## src/rtl/toggle_handshake_rx.sv

```systemverilog
// Receiving end of a two-phase toggle handshake: syncs req_tgl, captures data_in into a
// small FIFO, acks by toggling ack_tgl, and streams words out. Optional: TGL_RX_ERR_EN.
module toggle_handshake_rx #(
    parameter int DW    = 8,
    parameter int DEPTH = 4,
    parameter int AW    = 2
) (
    input  logic          clk,
    input  logic          rst_n,
    input  logic          req_tgl,
    input  logic [DW-1:0] data_in,
    output logic          ack_tgl,
    output logic          out_valid,
    output logic [DW-1:0] out_data,
    input  logic          out_ready,
    output logic [AW:0]   level,
    output logic          err_ovr
);

    typedef enum logic {IDLE, STALL} state_t;

    localparam logic [AW:0] FULL_LVL = (AW+1)'(DEPTH);

    state_t        state_q;
    logic          req_s1_q, req_s2_q, seen_q, ack_q;
    logic [AW-1:0] wr_ptr_q, rd_ptr_q;
    logic [AW:0]   level_q, level_d;
    logic [DW-1:0] mem_q [DEPTH];

    logic pending, full, push, pop;

    assign pending = (req_s2_q != seen_q);
    assign full    = (level_q == FULL_LVL);
    // Capture uses the pre-pop full flag, so a pop never lets a word in on the same edge.
    assign push    = pending && !full;
    assign pop     = out_valid && out_ready;

    always_comb begin
        level_d = level_q;
        case ({push, pop})
            2'b10:   level_d = level_q + 1'b1;
            2'b01:   level_d = level_q - 1'b1;
            default: level_d = level_q;
        endcase
    end

    always_ff @(posedge clk or negedge rst_n) begin
        if (!rst_n) begin
            state_q  <= IDLE;
            req_s1_q <= 1'b0;
            req_s2_q <= 1'b0;
            seen_q   <= 1'b0;
            ack_q    <= 1'b0;
            wr_ptr_q <= '0;
            rd_ptr_q <= '0;
            level_q  <= '0;
        end else begin
            req_s1_q <= req_tgl;
            req_s2_q <= req_s1_q;
            level_q  <= level_d;
            if (push) begin
                wr_ptr_q <= wr_ptr_q + 1'b1;
                seen_q   <= req_s2_q;
                ack_q    <= ~ack_q;
            end
            if (pop) begin
                rd_ptr_q <= rd_ptr_q + 1'b1;
            end
            case (state_q)
                IDLE:    if (pending && full) state_q <= STALL;
                STALL:   if (push)            state_q <= IDLE;
                default:                      state_q <= IDLE;
            endcase
        end
    end

    always_ff @(posedge clk) begin
        if (push) begin
            mem_q[wr_ptr_q] <= data_in;
        end
    end

    assign ack_tgl   = ack_q;
    assign out_valid = (level_q != '0);
    assign out_data  = mem_q[rd_ptr_q];
    assign level     = level_q;

`ifdef TGL_RX_ERR_EN
    logic err_q;

    // A second sender toggle arriving while the first is still unacknowledged.
    always_ff @(posedge clk or negedge rst_n) begin
        if (!rst_n) begin
            err_q <= 1'b0;
        end else if (pending && (req_s1_q != req_s2_q)) begin
            err_q <= 1'b1;
        end
    end

    assign err_ovr = err_q;
`else
    assign err_ovr = 1'b0;
`endif

endmodule

```

## config.mk

```make
export PLATFORM = sky130hd
export DESIGN_NAME = toggle_handshake_rx
export DESIGN_NICKNAME = d
export VERILOG_FILES = /design/src/rtl/toggle_handshake_rx.sv
export SDC_FILE = /design/constraint.sdc
export NUM_CORES = 1
export LEC_CHECK = 0
export ABC_AREA = 0
export CAP_MARGIN = 25
export CORE_ASPECT_RATIO = 0.7
export CORE_MARGIN = 3
export CORE_UTILIZATION = 53
export DETAILED_ROUTE_END_ITERATION = 6
export PLACE_DENSITY_LB_ADDON = 0.08
export SYNTH_ARGS = -nofsm -noshare
export SYNTH_HDL_FRONTEND = slang
export SYNTH_SLANG_ARGS = --single-unit
```

## constraint.sdc

```tcl
create_clock -name clk -period 2.6 [get_ports clk]
set_input_delay 0.52 -clock clk [delete_from_list [all_inputs] [get_ports clk]]
set_output_delay 0.52 -clock clk [all_outputs]
set_load 0.02 [all_outputs]
```

==> results.toml <==
[clock_tree]
cts_buffer_depth = 2
tritoncts = "yes"
cts_buffers = 5
cts.clk_slew.worst_paths_ns = 0.08
postCtsSetupBuffers = 0
htreeDepth = 2
hold_buffers = 0
cts-root-buf = "clkbuf_8"
cts_resized = 1
cts.sinks = 43
clk_latency_ns = 0.29

[finish]
drive_gt1_share_pct = 17.8
final_area_um2 = 2140
fin_util_pct = 71.7
area_delta_synth_final_pct = 21.6
nets = 135
n_antenna_cell = 0
nFillCells = 185
layoutNonFillerInstCount = 154

[detailed_routing]
ant_nets = 0
wl_per_cell_um = 16.9
firstDrtPassIters = 4
drc_errors = 0
drt_iter0_markers = 47
routed_wl_um = 2600
viasPerCell = 5.26
via_count = 810

[power_and_ir_drop]
leakagePower_uw = 0.000803
irDropWorstVdd_v = 0.000654
power_per_cell_area_nw_per_um2 = 1220

[synthesis]
ys.flop_type = "edfxtp_1"
synth_area_um2 = 1760
synth_seq_cells = 43
synth.distinct_cells = 23
synth_nets = 107
avgSynthCellArea_um2 = 19.8
async_flop_share_pct = 25.6
seq_area_frac_synth_pct = 70.3
syn_inst = 89
yosys_warnings = 0
synth_edf_count = 32

[timing]
hold_viol = 0
report.final.slew_viol_count = 0
setup_violations = 0
fmax_mhz = 399
fin_setup_tns_ns = 0
fin_crit_sh_pct = 96.4
rsz0062_at_grt = "no"
min_period_ns = 2.51
skew_ns = 0.00452

[die]
io_pins = 26
fp.coreArea_um2 = 2980
rows = 16
chipWidth_um = 74.9
die_h_um = 54.2
initial_core_util_pct = 59.0
die_area_um2 = 4060

[setup_path]
arrival_ns = 1.99
r2r_cells = 9
cp.required_ns = 2.08
worstSetupStartpointType = "flop"
worstReg2RegEnd = "level[2]"
critical_path_class = "flop to primary output"
r2r-start = "level[0]"
cp_max_fo = 10
end_kind = "primary output"
r2r_setup_slack_ns = 0.65

[grt]
grt-ovfl-total = 0
grt_first_pass_wirelength_um = 4200
grtUsageTotal_pct = 15.5
antenna_found_initial = 0
grt_max_degree = 14
first_global_vias = 852

[place]
placed_area_um2 = 2020
hpwl_um = 1850
dp_cells = 146
port_buffers = 24
place_congestion = 0.739

[run_status]
status = "complete, no violations"

[worst_hold_path]
hp-class = "flop to flop"
hold_depth = 0
min_from = "req_s1_q"
hold_path_end = "req_s2_q"

[flow_run]
maxCapViolations = 0
## placed cells by master (no fill, tap or decap)
cell type         n
clkinv_2          1
ha_1              5
mux2i_1           1
nor2_1            1
clkdlybuf4s50_1  24
conb_1            1
or3_2             1
o31a_2            1
mux4_1            6
dfrtp_2           1
dfrtp_1          10
nor2_2            1
xor2_1            4
fa_1              1
a21oi_4           1
xnor2_1           4
mux4_2            2
inv_1             6
edfxtp_1         32
and2_2            4
mux2_4            1
mux2_2            1
clkbuf_8          6
bufinv_16         1
nand2_1           2
## cell usage after synthesis (2+ instances only)
cell	number	area [µm²]
edfxtp_1	32	961
nand2_1	2	7.51
xnor2_1	4	35.0
ha_1	5	62.6
mux4_1	6	158
dfrtp_1	11	275
and2_2	4	30.0
inv_1	6	22.5
mux4_2	2	45.0
xor2_1	4	35.0
## layout make-up
cell class | instances | area (µm²) | area share [%]
Sequential cell | 43 | 1240 | 57.8
Multi-Input combinational cell | 37 | 477 | 22.3
Timing Repair Buffer | 24 | 240 | 11.2
Clock buffer | 6 | 82.6 | 3.86
Tap cell | 36 | 45.0 | 2.11
Clock inverter | 2 | 35.0 | 1.64
Inverter | 6 | 22.5 | 1.05
## logic make-up (layout without fill, tap and decap cells)
group | count (synthesis) | after routing | share of synthesized area (%)
compound gates | 2 | 2 | 1.49
fa+ha+maj | 6 | 6 | 4.69
buf+inv | 9 | 38 | 2.63
mux | 11 | 11 | 13.6
flops | 43 | 43 | 70.3
simple gates | 9 | 9 | 3.13
xor+xnor | 8 | 8 | 3.98
other cells | 1 | 1 | 0.213
## routing by layer
metal	track usage [%]	vias up	wire length [µm]	part of all wire, %
li1	-	385	-	-
met1	19.8	401	1210	46
met2	23.6	22	1210	47
met3	6.53	2	159	6.1
met4	6.21	0	16	0.62
met5	0	-	0	0
## how the worst max path moves through the flow
stage           startpoint     endpoint  slack, ns
2_1_floorplan     level[0]     level[2]       0.69
3_3_place_gp   rd_ptr_q[0]  out_data[3]       0.24
3_5_place_dp   rd_ptr_q[0]  out_data[0]       0.26
4_1_cts        rd_ptr_q[0]  out_data[0]       0.08
5_1_grt        rd_ptr_q[0]  out_data[1]     0.0006
6_report       rd_ptr_q[0]  out_data[0]       0.09
## worst max-delay path: stages (launching register included)
cell	delay, ns
dfrtp_2	0.54
mux4_1	0.59
clkdlybuf4s50_1	0.56
## flip-flops by register name, summed over array words and instances, names as in the netlist
| signal | count |
|---|---|
| rd_ptr_q | 2 |
| seen_q | 1 |
| req_s1_q | 1 |
| level | 3 |
| mem_q | 32 |
| ack_tgl | 1 |
| req_s2_q | 1 |
| wr_ptr_q | 2 |
## per-stage QoR
stage               total power (µW)  hold WS [ns]  setup slack (ns)
floorplan                       1740         0.224             0.693
global placement                2080         0.333             0.240
detailed placement              2110         0.353             0.258
CTS                             2640         0.370            0.0756
global route                    2760         0.386          0.000577
finish                          2610         0.368            0.0929
## power breakdown
part	internal, µW	leakage [µW]	switching [µW]
Clock	311	0.0000612	216
Sequential	950	0.000420	153
Combinational	512	0.000321	472
Total	1770	0.000803	841
No activity file was read; power rests on OpenSTA's default activity.
